`src/rtl/cache_mem_interface_pkg.sv`:
```
// Shared definitions for cache_mem_interface: FSM state encoding, command
// record layout {rw, block, addr} and buffer depth derivation.
package cache_mem_interface_pkg;

  typedef enum logic [1:0] {
    ST_IDLE  = 2'd0,
    ST_READ  = 2'd1,
    ST_WRITE = 2'd2
  } state_e;

  localparam int unsigned CMD_QUEUE_DEPTH = 2;

  function automatic int unsigned buf_depth(input int unsigned bw_block);
    return 1 << bw_block;
  endfunction

  // Command record is {rw, block, addr}; addr occupies the low bits.
  function automatic int unsigned cmd_width(input int unsigned bw_addr);
    return bw_addr + 2;
  endfunction

  function automatic int unsigned cmd_rw_bit(input int unsigned bw_addr);
    return bw_addr + 1;
  endfunction

  function automatic int unsigned cmd_block_bit(input int unsigned bw_addr);
    return bw_addr;
  endfunction

endpackage

```
`src/rtl/cache_mem_fifo.sv`:
```
// Small synchronous FIFO with registered storage and wrap-around pointers.
// An ack on a full (push) or empty (pop) side is ignored.
module cache_mem_fifo #(
  parameter int unsigned WIDTH = 32,
  parameter int unsigned DEPTH = 4
) (
  input  logic             clock_i,
  input  logic             resetn_i,
  output logic             push_ready_o,
  input  logic             push_ack_i,
  input  logic [WIDTH-1:0] push_data_i,
  output logic             pop_ready_o,
  input  logic             pop_ack_i,
  output logic [WIDTH-1:0] pop_data_o
);

  localparam int unsigned PW   = (DEPTH > 1) ? $clog2(DEPTH) : 1;
  localparam int unsigned CNTW = $clog2(DEPTH + 1);
  localparam logic [PW-1:0]   LAST = PW'(DEPTH - 1);
  localparam logic [CNTW-1:0] FULL = CNTW'(DEPTH);

  logic [WIDTH-1:0] mem_q [DEPTH];
  logic [PW-1:0]    wr_ptr_q, wr_ptr_d, rd_ptr_q, rd_ptr_d;
  logic [CNTW-1:0]  count_q, count_d;
  logic             do_push, do_pop;

  always_comb begin
    push_ready_o = (count_q != FULL);
    pop_ready_o  = (count_q != '0);
    do_push      = push_ack_i & push_ready_o;
    do_pop       = pop_ack_i & pop_ready_o;
    wr_ptr_d     = wr_ptr_q;
    rd_ptr_d     = rd_ptr_q;
    if (do_push) wr_ptr_d = (wr_ptr_q == LAST) ? '0 : wr_ptr_q + 1'b1;
    if (do_pop)  rd_ptr_d = (rd_ptr_q == LAST) ? '0 : rd_ptr_q + 1'b1;
    count_d    = count_q + CNTW'(do_push) - CNTW'(do_pop);
    // Head reads as zero while empty so stale entries never leak out.
    pop_data_o = pop_ready_o ? mem_q[rd_ptr_q] : '0;
  end

  always_ff @(posedge clock_i) begin
    if (!resetn_i) begin
      wr_ptr_q <= '0;
      rd_ptr_q <= '0;
      count_q  <= '0;
    end else begin
      wr_ptr_q <= wr_ptr_d;
      rd_ptr_q <= rd_ptr_d;
      count_q  <= count_d;
    end
  end

  always_ff @(posedge clock_i) begin
    if (do_push) mem_q[wr_ptr_q] <= push_data_i;
  end

endmodule

```
`src/rtl/cache_mem_interface.sv`:
```
// Memory-side stage below the cache controllers: queues block/word commands
// and runs them in order on a word-wide external port. Optional perf
// counters are enabled with CACHE_MEM_IF_PERF_EN.
module cache_mem_interface
  import cache_mem_interface_pkg::*;
#(
  parameter int unsigned BW_WORD_ADDR = 10,
  parameter int unsigned BW_BLOCK     = 2
) (
  input  logic                    clock_i,
  input  logic                    resetn_i,
  input  logic                    mem_req_i,
  input  logic                    mem_req_block_i,
  input  logic                    mem_rw_i,
  input  logic [BW_WORD_ADDR-1:0] mem_addr_i,
  output logic                    mem_ready_o,
  output logic                    buffer_read_ready_o,
  output logic [31:0]             buffer_data_o,
  input  logic                    buffer_read_ack_i,
  output logic                    buffer_write_ready_o,
  input  logic [31:0]             buffer_data_i,
  input  logic                    buffer_write_ack_i,
  output logic                    ext_req_o,
  output logic                    ext_rw_o,
  output logic [BW_WORD_ADDR-1:0] ext_addr_o,
  output logic [31:0]             ext_data_o,
  input  logic                    ext_ack_i,
  input  logic [31:0]             ext_data_i,
  output logic                    cmd_overflow_o,
  output state_e                  state_dbg_o
`ifdef CACHE_MEM_IF_PERF_EN
  ,
  output logic [31:0]             perf_busy_cycles_o,
  output logic [31:0]             perf_stall_cycles_o
`endif
);

  localparam int unsigned CW        = cmd_width(BW_WORD_ADDR);
  localparam int unsigned RW_BIT    = cmd_rw_bit(BW_WORD_ADDR);
  localparam int unsigned BLK_BIT   = cmd_block_bit(BW_WORD_ADDR);
  localparam int unsigned BUF_DEPTH = buf_depth(BW_BLOCK);
  localparam int unsigned HW        = BW_WORD_ADDR - BW_BLOCK;
  localparam logic [BW_BLOCK:0] N_BLOCK = (BW_BLOCK + 1)'(BUF_DEPTH);
  localparam logic [BW_BLOCK:0] N_WORD  = (BW_BLOCK + 1)'(1);

  // Every port pair is a ready/ack handshake: a transfer happens in the cycle
  // where both ready and ack are 1; ack without ready is ignored.
  logic          cmd_pop_ready, cmd_pop;
  logic [CW-1:0] cmd_head;
  logic          rd_space, rd_push;
  logic          wr_avail, wr_pop;

  state_e                state_q, state_d;
  logic [BW_BLOCK:0]     cnt_q, cnt_d;
  logic [BW_BLOCK-1:0]   off_q, off_d;
  logic [HW-1:0]         base_q, base_d;
  logic                  ovf_q, ovf_d;

  cache_mem_fifo #(.WIDTH(CW), .DEPTH(CMD_QUEUE_DEPTH)) u_cmd_queue (
    .clock_i      (clock_i),
    .resetn_i     (resetn_i),
    .push_ready_o (mem_ready_o),
    .push_ack_i   (mem_req_i),
    .push_data_i  ({mem_rw_i, mem_req_block_i, mem_addr_i}),
    .pop_ready_o  (cmd_pop_ready),
    .pop_ack_i    (cmd_pop),
    .pop_data_o   (cmd_head)
  );

  cache_mem_fifo #(.WIDTH(32), .DEPTH(BUF_DEPTH)) u_read_buf (
    .clock_i      (clock_i),
    .resetn_i     (resetn_i),
    .push_ready_o (rd_space),
    .push_ack_i   (rd_push),
    .push_data_i  (ext_data_i),
    .pop_ready_o  (buffer_read_ready_o),
    .pop_ack_i    (buffer_read_ack_i),
    .pop_data_o   (buffer_data_o)
  );

  cache_mem_fifo #(.WIDTH(32), .DEPTH(BUF_DEPTH)) u_write_buf (
    .clock_i      (clock_i),
    .resetn_i     (resetn_i),
    .push_ready_o (buffer_write_ready_o),
    .push_ack_i   (buffer_write_ack_i),
    .push_data_i  (buffer_data_i),
    .pop_ready_o  (wr_avail),
    .pop_ack_i    (wr_pop),
    .pop_data_o   (ext_data_o)
  );

  always_comb begin
    state_d   = state_q;
    cnt_d     = cnt_q;
    off_d     = off_q;
    base_d    = base_q;
    cmd_pop   = 1'b0;
    ext_req_o = 1'b0;
    rd_push   = 1'b0;
    wr_pop    = 1'b0;
    ovf_d     = ovf_q | (mem_req_i & ~mem_ready_o);
    case (state_q)
      ST_IDLE: begin
        if (cmd_pop_ready) begin
          cmd_pop = 1'b1;
          base_d  = cmd_head[BW_WORD_ADDR-1:BW_BLOCK];
          if (cmd_head[BLK_BIT]) begin
            cnt_d = N_BLOCK;
            off_d = '0;
          end else begin
            cnt_d = N_WORD;
            off_d = cmd_head[BW_BLOCK-1:0];
          end
          state_d = cmd_head[RW_BIT] ? ST_WRITE : ST_READ;
        end
      end
      ST_READ, ST_WRITE: begin
        // Requests are gated by buffer occupancy, which only this FSM can
        // reduce, so a raised request stays up until it is acked.
        ext_req_o = (state_q == ST_READ) ? rd_space : wr_avail;
        if (ext_req_o && ext_ack_i) begin
          rd_push = (state_q == ST_READ);
          wr_pop  = (state_q == ST_WRITE);
          off_d   = off_q + 1'b1;
          cnt_d   = cnt_q - 1'b1;
          if (cnt_q == N_WORD) state_d = ST_IDLE;
        end
      end
      default: state_d = ST_IDLE;
    endcase
  end

  always_ff @(posedge clock_i) begin
    if (!resetn_i) begin
      state_q <= ST_IDLE;
      cnt_q   <= '0;
      off_q   <= '0;
      base_q  <= '0;
      ovf_q   <= 1'b0;
    end else begin
      state_q <= state_d;
      cnt_q   <= cnt_d;
      off_q   <= off_d;
      base_q  <= base_d;
      ovf_q   <= ovf_d;
    end
  end

  assign ext_rw_o       = (state_q == ST_WRITE);
  assign ext_addr_o     = {base_q, off_q};
  assign cmd_overflow_o = ovf_q;
  assign state_dbg_o    = state_q;

`ifdef CACHE_MEM_IF_PERF_EN
  logic [31:0] busy_q, busy_d, stall_q, stall_d;

  always_comb begin
    busy_d  = busy_q;
    stall_d = stall_q;
    if (state_q != ST_IDLE && busy_q != '1) busy_d = busy_q + 1'b1;
    if (ext_req_o && !ext_ack_i && stall_q != '1) stall_d = stall_q + 1'b1;
  end

  always_ff @(posedge clock_i) begin
    if (!resetn_i) begin
      busy_q  <= '0;
      stall_q <= '0;
    end else begin
      busy_q  <= busy_d;
      stall_q <= stall_d;
    end
  end

  assign perf_busy_cycles_o  = busy_q;
  assign perf_stall_cycles_o = stall_q;
`endif

endmodule

```
`config.mk`:
```
export PLATFORM = sky130hd
export DESIGN_NAME = cache_mem_interface
export DESIGN_NICKNAME = d
export VERILOG_FILES = /design/src/rtl/cache_mem_interface_pkg.sv /design/src/rtl/cache_mem_fifo.sv /design/src/rtl/cache_mem_interface.sv
export SDC_FILE = /design/constraint.sdc
export NUM_CORES = 1
export LEC_CHECK = 0
export ABC_AREA = 1
export ABC_CLOCK_PERIOD_IN_PS = 8310
export BUFFER_PORTS_ARGS = -buffer_cell sky130_fd_sc_hd__buf_2
export CAP_MARGIN = 20
export CORE_MARGIN = 1
export CORE_UTILIZATION = 30
export DETAILED_ROUTE_END_ITERATION = 10
export HOLD_SLACK_MARGIN = 0.12
export SYNTH_ARGS = -nofsm -noshare
export SYNTH_HDL_FRONTEND = slang
export SYNTH_HIERARCHICAL = 1
export SYNTH_SLANG_ARGS = --single-unit
```
`constraint.sdc`:
```
create_clock -name clock_i -period 8.31 [get_ports clock_i]
set_input_delay 1.2465 -clock clock_i [delete_from_list [all_inputs] [get_ports clock_i]]
set_output_delay 1.2465 -clock clock_i [all_outputs]
set_load 0.005 [all_outputs]
```
After elaboration in Yosys (flattened, before gate mapping):

Memory sizes are Yosys's and may differ from the RTL's. A register that Yosys moved wholly into a read port is not among the register bits.
Cells that the tools add are included.

* equal/unequal tests: 13
* reduce and logical (&&, ||, !) cells: 10
* bitwise operators: 9
* multiplexer cells: 42
* $add $sub $neg: 14

Operator list (number)
* two-way mux 32 bit: 2
* two-way mux 2 bit: 15
* two-way mux 1 bit: 18
* two-way mux 12 bit: 1
* adder 2 x 1 -> 2 bit (second input constant): 5
* == test 2 bit (second input constant): 5
* two-way mux 3 bit: 3
* inequality test 2 bit (second input constant): 4
* one-hot mux 2 bit (2 select lines): 2
* AND 1 bit: 7
* adder 3 x 1 -> 3 bit: 2
* inequality test 3 bit (second input constant): 2
* one-hot mux 3 bit (2 select lines): 1
* AND reduction 3 bit: 2
* nonzero test 3 bit: 2
* subtractor 3 x 1 -> 3 bit: 2
* nonzero test 2 bit: 2
* == test 3 x 1 -> 1 bit (second input constant): 1
* subtractor 3 x 1 -> 3 bit (second input constant): 1
* adder 1 bit (second input constant): 2
* adder 2 x 1 -> 2 bit: 1
* == test 2 x 1 -> 1 bit (second input constant): 1
* logical NOT 2 bit: 1
* AND reduction 2 bit: 1
* other kinds (5): 5

* word-level logic and storage cells: 105
* register bits: 34
* RAM bits: 280
* bits of input ports: 82
* output and inout port bits: 82
* memories: 3

Memories
* u_read_buf.mem_q: words 4, bits a word 32, rd ports 1, clocked after memory_dff 1, wr ports 1, line cache_mem_fifo.sv:22 `logic [WIDTH-1:0] mem_q [DEPTH];`
* u_write_buf.mem_q: words 4, bits a word 32, rd ports 1, clocked after memory_dff 1, wr ports 1, line cache_mem_fifo.sv:22
* u_cmd_queue.mem_q: words 2, bits a word 12, rd ports 1, clocked after memory_dff 1, wr ports 1, line cache_mem_fifo.sv:22

Longest topological paths before layout:

Gate-level depths: netlist of the first run.

* depth in word-level cells: 8
* gate-level depth with buffers: 19
* gate-level depth less buffers: 19

Hierarchy:

The synthesis of the first run kept the hierarchy.

Modules (own cells, without submodules)
* cache_mem_fifo at u_write_buf: times used 1, cells an instance 574, area each 5834.3 um^2, seq. area each 4023.9 um^2
* cache_mem_fifo at u_read_buf: times used 1, cells an instance 574, area each 5831.8 um^2, seq. area each 4023.9 um^2
* cache_mem_fifo at u_cmd_queue: times used 1, cells an instance 100, area each 1219.9 um^2, seq. area each 820.8 um^2
* cache_mem_interface: times used 1, cells an instance 121, area each 839.6 um^2, seq. area each 320.3 um^2

Worst setup path after synthesis of the first run:

OpenSTA, ideal clock, no wires.

* path kind: input to register
* start point: input port ext_ack_i
* end point: memory u_read_buf.mem_q[0][0] (enable)
* arrival: 2954 ps
* setup slack: 4935 ps
* setup time: 421 ps
* cell stages on the path: 4
* required time: 7889 ps
* path buffers: 0
* cell sequence: nand2_1 > nor2_1 > nand2_1 > nor2_1

* cells in the longest elaborated chain, start to end: 6

RTL lines
* from (decl): line cache_mem_interface.sv:27 `input logic ext_ack_i,`
* logical AND 1 bit: line cache_mem_interface.sv:121 `if (ext_req_o && ext_ack_i) begin`
* two-way mux 1 bit: line cache_mem_interface.sv:121
* two-way mux 1 bit: line cache_mem_interface.sv:102 `case (state_q)`
* named net rd_push: line cache_mem_interface.sv:50 `logic rd_space, rd_push;`
* AND 1 bit: line cache_mem_fifo.sv:30 `do_push = push_ack_i & push_ready_o;`
* two-way mux 1 bit: line cache_mem_fifo.sv:54 `if (do_push) mem_q[wr_ptr_q] <= push_data_i;`
* two-way mux 1 bit (not written as such): line cache_mem_fifo.sv:54
* to (decl): line cache_mem_fifo.sv:22

The timed path passes the listed nets, and every way through them passes these cells.

==> results of run 1 <==
-- synth_stat cells, drive strengths merged --
library cell | count | area share
a21oi | 88 | 0.036
o21bai | 1 | 0.00055
ha | 19 | 0.017
clkbuf | 6 | 0.0016
nand3 | 13 | 0.0055
nand2 | 343 | 0.096
buf | 44 | 0.019
xnor2 | 4 | 0.0026
o21ai | 11 | 0.0040
clkinv | 1 | 0.00027
fa | 2 | 0.0029
edfxtp | 280 | 0.61
or2 | 2 | 0.00091
nand3b | 2 | 0.0011
dfxtp | 39 | 0.057
inv | 187 | 0.051
nor2 | 327 | 0.092
-- worst max path at each step --
| stage | startpoint | endpoint | slack [ns] |
|---|---|---|---|
| floorplan | ext_ack_i | u_read_buf/mem_q[0][0] | 4.93 |
| global placement | flop | ext_data_o[18] | 5.08 |
| detailed placement | ext_ack_i | u_read_buf/mem_q[2][8] | 5.03 |
| CTS | flop | buffer_data_o[29] | 4.46 |
| global route | flop | ext_data_o[7] | 4.30 |
| finish | flop | ext_data_o[2] | 4.50 |
-- cell families after synthesis --
group	Yosys count	share of synthesized area
xor+xnor	4	0.00255
fa+ha+maj	21	0.0202
flops	319	0.669
compound gates	100	0.0405
simple gates	687	0.195
buf+inv	238	0.0723
-- final cells by class --
type                    instances  area share
diodes                          1    0.000152
clock buffers                  46      0.0621
clock inverters                20      0.0131
inverters                     188      0.0429
multi-input cells             812       0.219
flip-flops and latches        319       0.559
well taps                     600      0.0456
repair buffers                175      0.0580
-- routing by layer --
metal | up-vias | part of all wire | global-route usage
li1 | 4656 | - | -
met1 | 4268 | 0.43 | 0.147
met2 | 165 | 0.49 | 0.215
met3 | 56 | 0.046 | 0.0273
met4 | 6 | 0.030 | 0.0526
met5 | - | 0.0010 | 0
-- report_power, final --
group | switching (mW) | internal, mW
logic | 0.832 | 0.447
clock network | 0.624 | 1.00
registers | 0.0680 | 1.89
total | 1.52 | 3.34
-- tightest hold or removal path, delay by kind of cell (launching register included) --
family | cells | cell delay, ns
compound gates | 1 | 0.04
flops | 1 | 0.32
simple gates | 1 | 0.09
-- state kept, by name, indices dropped and copies added (netlist names), 3 cells and up, named ones only --
signal,cells
u_read_buf/mem_q,128
u_write_buf/mem_q,128
cnt_q,3
base_q,8
u_write_buf/count_q,3
u_read_buf/count_q,3
u_cmd_queue/mem_q,24
==> key figures, run 1 <==
Placement
  • Setup slack at placement: just over 5 ns
  • Dpl hpwl: 17.4 mm
  • Placed insts: approximately 2100
  • PortBufs: roughly 160
  • Placed Area: ~15000 µm²
  • Gpl congestion: 0.755

CTS
  • CTS sink count: 319
  • # resized after CTS: 0
  • Postcts setup bufs: 0
  • TritonCTS clock tree: yes
  • Num CTS Buffers: 37
  • Clock buffer depth: 3
  • H-tree depth: 2
  • CTS root buf: clkbuf_16
  • Worst skew pair latency: roughly 0.53 ns
  • Clk slew on worst S/H paths: about 0.06 ns
  • Post-CTS Hold Buffers: 0

Cells and area
  • Final nets: between 1500 and 2000
  • Core Util, Final: 0.363
  • Layout area overhead: 19.9%
  • Proportion of layout cells with a drive suffix above 1: 0.177
  • Flip-flop and latch area: roughly 9000 µm²
  • Fillers: roughly 4500
  • Fin cells: between 2000 and 2500
  • Most common cell after layout, fill and taps aside: nand2_1
  • Commonest non-fill, non-tap cells in the layout: nand2_1 (335), nor2_1 (313), edfxtp_1 (280)
  • Cell area after layout: 16500 µm²
  • Multi-input gate area: between 3000 and 4000 µm²

Min path
  • Min-Delay Path Depth: 2
  • Hold Crit Class: reg2reg
  • Worst hold endpoint: cnt_q[1]
  • Hold_sp: cnt_q[1]

Routing
  • Antenna-violating nets left: 0
  • DR iter-0 viols: slightly above 400
  • First-pass DRT Iterations: 5
  • Via/cell ratio: about 4.2
  • DRC viols: 0
  • Vias: around 9000
  • Routed wire length: between 20 and 30 mm
  • Wire length per cell: 13.3 µm

Timing
  • TNS Setup: 0 ns
  • Final hold vios: 0
  • Final setup vio count: 0
  • Hold slack final: approximately 0.49 ns
  • Final period utilization: 0.458
  • Fmax achieved: 263 MHz
  • Worst slew pin tran: 1.05 ns
  • Slew HR: 0.300
  • Minimum clock period: around 3.8 ns
  • Max Slew Vio Count: 0
  • Worst Clk Skew: 0.0211 ns
  • RSZ-0062 raised after global routing: no
  • Final WS setup: 4.50 ns

Worst setup path
  • Worst EP arrival: between 2 and 3 ns
  • CP Depth: 6
  • Max incr delay on CP: about 0.79 ns
  • Path type of the worst setup path: reg2out
  • Data required, critical path: around 7 ns
  • RR Startpoint: state_dbg_o[0]
  • Reg2reg end: u_read_buf/mem_q[2][8]
  • Reg-to-reg slack, setup: about 5.3 ns
  • Worst r2r path cells: 8
  • CP startpoint kind: flop
  • Crit-path most repeated cell: nor2_1
  • Worst-path cell chain: buf_4, nor2_1, nor2_1, nand2_1, a21oi_1, buf_2
  • Worst path bufs/invs: 2
  • CP max-delay cell: buf_4
  • Critical Path End Type: primary output
  • Critical path's top delay family: buffers and inverters
  • Critical path peak fanout: between 100 and 150

Power
  • Final Power: between 4 and 5 mW
  • Pwr dens: slightly below 300 nW/µm²
  • Worst vdd ir: between 0.2 and 0.25 mV
  • Leakage: 6.78 nW

Synthesis
  • Seq cells post-synth: about 320
  • Gate Count Post-Synth: 1369
  • Mean post-synth cell area: around 10 µm²
  • Yosys cell types: 30
  • Synth Net Count: around 1500
  • Synth warnings: 6
  • Seq/Total Area, Yosys: 0.669
  • Syn Std Cell Area: roughly 14000 µm²

Global routing
  • Largest net degree at the start of global routing: ~130
  • Global route overflow: 0
  • First-pass GRT wire length: about 46 mm
  • Number of global-route vias before repair: 8983
  • Tot GR Track Use: 0.124
  • Initial antenna violation count: 4

Die
  • Die area: ~47000 µm²
  • Row count: 78
  • Starting Density: 0.303
  • Die Ht: 216 µm
  • Core Region: ~45000 µm²
  • Die Width: ~220 µm
  • # IOs: 164

Flow run
  • Max-cap check violation count: 0

Status
  • Outcome: complete, no violations
Note: power is estimated with default switching activity, not from simulation.
==> inputs of run 2 (changes only) <==
--- a/config.mk
+++ b/config.mk
@@ -6,7 +6,7 @@
 export NUM_CORES = 1
 export LEC_CHECK = 0
 export ABC_AREA = 1
-export ABC_CLOCK_PERIOD_IN_PS = 8310
+export ABC_CLOCK_PERIOD_IN_PS = 3920
 export BUFFER_PORTS_ARGS = -buffer_cell sky130_fd_sc_hd__buf_2
 export CAP_MARGIN = 20
 export CORE_MARGIN = 1
==> constraint.sdc (replaced) <==
create_clock -name clock_i -period 3.92 [get_ports clock_i]
set_input_delay 0.588 -clock clock_i [delete_from_list [all_inputs] [get_ports clock_i]]
set_output_delay 0.588 -clock clock_i [all_outputs]
set_load 0.005 [all_outputs]
==> run 2 against run 1 <==
Net effect: clock power grew 93%; combinational power grew 110%; worst hold slack lost 0.25 ns; critical path depth is the same; critical endpoint is now ext_data_o[8]; setup slack lost 3.7 ns; final area shrank 0.91%; sequential share of layout area grew 0.51 points; register-to-register slack lost 4.2 ns; clock skew shrank 0.0018 ns; clock-buffer cell count shrank 4.
==> key figures, run 2 (synthesis gave the netlist of run 1 again) <==
Status
  • Outcome: complete, no violations

Cells and area
  • Most common cell after layout, fill and taps aside: nand2_1
  • Fillers: 4492
  • Multi-input gate area: about 3600 µm²
  • Commonest non-fill, non-tap cells in the layout: nand2_1 (335), nor2_1 (313), edfxtp_1 (280)
  • Layout area overhead: 18.8%
  • Flip-flop and latch area: between 9000 and 10000 µm²
  • Cell area after layout: 16300 µm²
  • Proportion of layout cells with a drive suffix above 1: 0.175
  • Regs by FF count: u_read_buf/mem_q: 128 flops, u_write_buf/mem_q: 128 flops, u_cmd_queue/mem_q: 24 flops
  • Final nets: between 1500 and 2000

Global routing
  • First-pass GRT wire length: 46.3 mm
  • Number of global-route vias before repair: just under 9000
  • Initial antenna violation count: 5
  • Global route overflow: 0
  • Largest net degree at the start of global routing: roughly 110
  • Tot GR Track Use: 0.127

Timing
  • Fmax achieved: between 300 and 400 MHz
  • Hold slack final: between 0.2 and 0.25 ns
  • Worst Clk Skew: around 0.019 ns
  • TNS Setup: 0 ns
  • Final setup vio count: 0
  • Worst slew pin tran: between 1 and 1.5 ns
  • Final period utilization: 0.786
  • RSZ-0062 raised after global routing: no
  • Minimum clock period: about 3 ns
  • Slew HR: 0.279
  • Max Slew Vio Count: 0
  • Final hold vios: 0

Routing
  • DRC viols: 0
  • Vias: approximately 9000
  • First-pass DRT Iterations: 5
  • Met1 Wirelength: between 10 and 15 mm
  • WL met3: between 1 and 1.5 mm
  • Highest routed layer: met5
  • Routed wire length: about 30 mm
  • WL met2: 14.4 mm
  • Wire length per cell: 13.7 µm
  • DR iter-0 viols: 430
  • Antenna-violating nets left: 0
  • Via/cell ratio: ~4.2

CTS
  • Clk slew on worst S/H paths: 0.06 ns
  • Worst skew pair latency: 0.54 ns
  • # resized after CTS: 0
  • Clock buffer depth: 3
  • TritonCTS clock tree: yes
  • Postcts setup bufs: 0
  • Num CTS Buffers: 37
  • CTS root buf: clkbuf_16
  • Post-CTS Hold Buffers: 0
  • CTS sink count: 319
  • H-tree depth: 2

Die
  • Die Width: ~220 µm
  • Row count: 78
  • # IOs: roughly 160
  • Die Ht: 216 µm
  • Starting Density: 0.303
  • Die area: ~47000 µm²
  • Core Region: 45300 µm²

Worst setup path
  • Max incr delay on CP: 1.00 ns
  • Critical path peak fanout: 106
  • Path type of the worst setup path: reg2out
  • Critical path's top delay family: flip-flops
  • Worst EP arrival: roughly 2.5 ns
  • Crit-path most repeated cell: nor2_1
  • Reg-to-reg slack, setup: between 1 and 1.5 ns
  • CP max-delay cell: dfxtp_4
  • Worst r2r path cells: 17
  • Data required, critical path: around 3.3 ns
  • Critical Path End Type: primary output
  • Worst-path cell chain: buf_4, nor2_1, nor2_1, nand2_1, a21oi_1, buf_2
  • CP startpoint kind: flop
  • RR Startpoint: state_dbg_o[0]
  • Worst path bufs/invs: 2
  • Reg2reg end: u_read_buf/count_q[2]

Min path
  • Min-Delay Path Depth: 1
  • Worst hold endpoint: u_cmd_queue/mem_q[0][10]
  • Hold Crit Class: in2reg
  • Hold_sp: mem_req_block_i

Power
  • Pwr dens: a little over 600 nW/µm²
  • Worst vdd ir: approximately 0.4 mV
  • Leakage: 6.71 nW

Placement
  • Placed Area: 15200 µm²
  • Gpl congestion: roughly 0.83
  • PortBufs: about 160
  • Dpl hpwl: approximately 18 mm

Flow run
  • Max-cap check violation count: 0
run 2: changes by cell type in the layout (fill, tap and decap cells not counted), sizes merged:
cell / previous run / this run
buf: 175 / 178
inv: 189 / 190
clkbuf: 46 / 42
bufinv: 4 / 1
clkinvlp: 2 / 3
diode: 1 / 3
clkinv: 13 / 15
run 2: stage by stage:
stage                     setup WS (ns)  cells  utilization  power (mW)
after CTS                         0.806   2159        0.360        10.2
after detailed placement           1.09   2096        0.335        6.99
final                             0.838   2163        0.360        10.0
after global placement             1.15   2096        0.335        6.94
after floorplan                   0.685   1369            -        6.02
after global routing              0.656   2163        0.360        10.6
run 2: per-layer routing:
| metal | vias to the layer above | track usage |
|---|---|---|
| li1 | 4667 | - |
| met1 | 4259 | 0.157 |
| met2 | 169 | 0.211 |
| met3 | 57 | 0.0261 |
| met4 | 4 | 0.0610 |
| met5 | - | 0 |
run 2: how the worst max path moves through the flow:
stage,to,slack [ns],cells past startpoint
after floorplan,u_read_buf/mem_q[0][0],0.68,8
after global placement,u_read_buf/count_q[2],1.15,17
after detailed placement,u_read_buf/count_q[2],1.09,17
after CTS,buffer_data_o[31],0.81,6
after global routing,ext_data_o[7],0.66,6
final,ext_data_o[8],0.84,6
run 2: cell type report:
class | instances | share of cell area
Antenna cell | 3 | 0.000461
Clock buffer | 42 | 0.0579
Clock inverter | 21 | 0.00982
Inverter | 188 | 0.0433
Multi-Input combinational cell | 812 | 0.221
Sequential cell | 319 | 0.564
Tap cell | 600 | 0.0461
Timing Repair Buffer | 178 | 0.0572
run 2: worst register-to-register path, stage by stage, from the launching register on:
cell,delay [ns]
dfxtp_1,0.40
inv_1,0.09
ha_1,0.41
inv_2,0.11
nor2_1,0.14
nand2_1,0.09
nor2_1,0.13
nand2_1,0.32
inv_1,0.17
nand2_1,0.06
nand2_1,0.06
ha_1,0.15
inv_1,0.05
fa_1,0.35
inv_1,0.08
nand2_1,0.05
nand2_1,0.06
nor2_1,0.04
run 2: where the power goes:
group | total, mW | switching (mW) | internal (mW)
clock network | 3.12 | 1.32 | 1.80
logic | 2.64 | 1.70 | 0.938
registers | 4.24 | 0.234 | 4.01
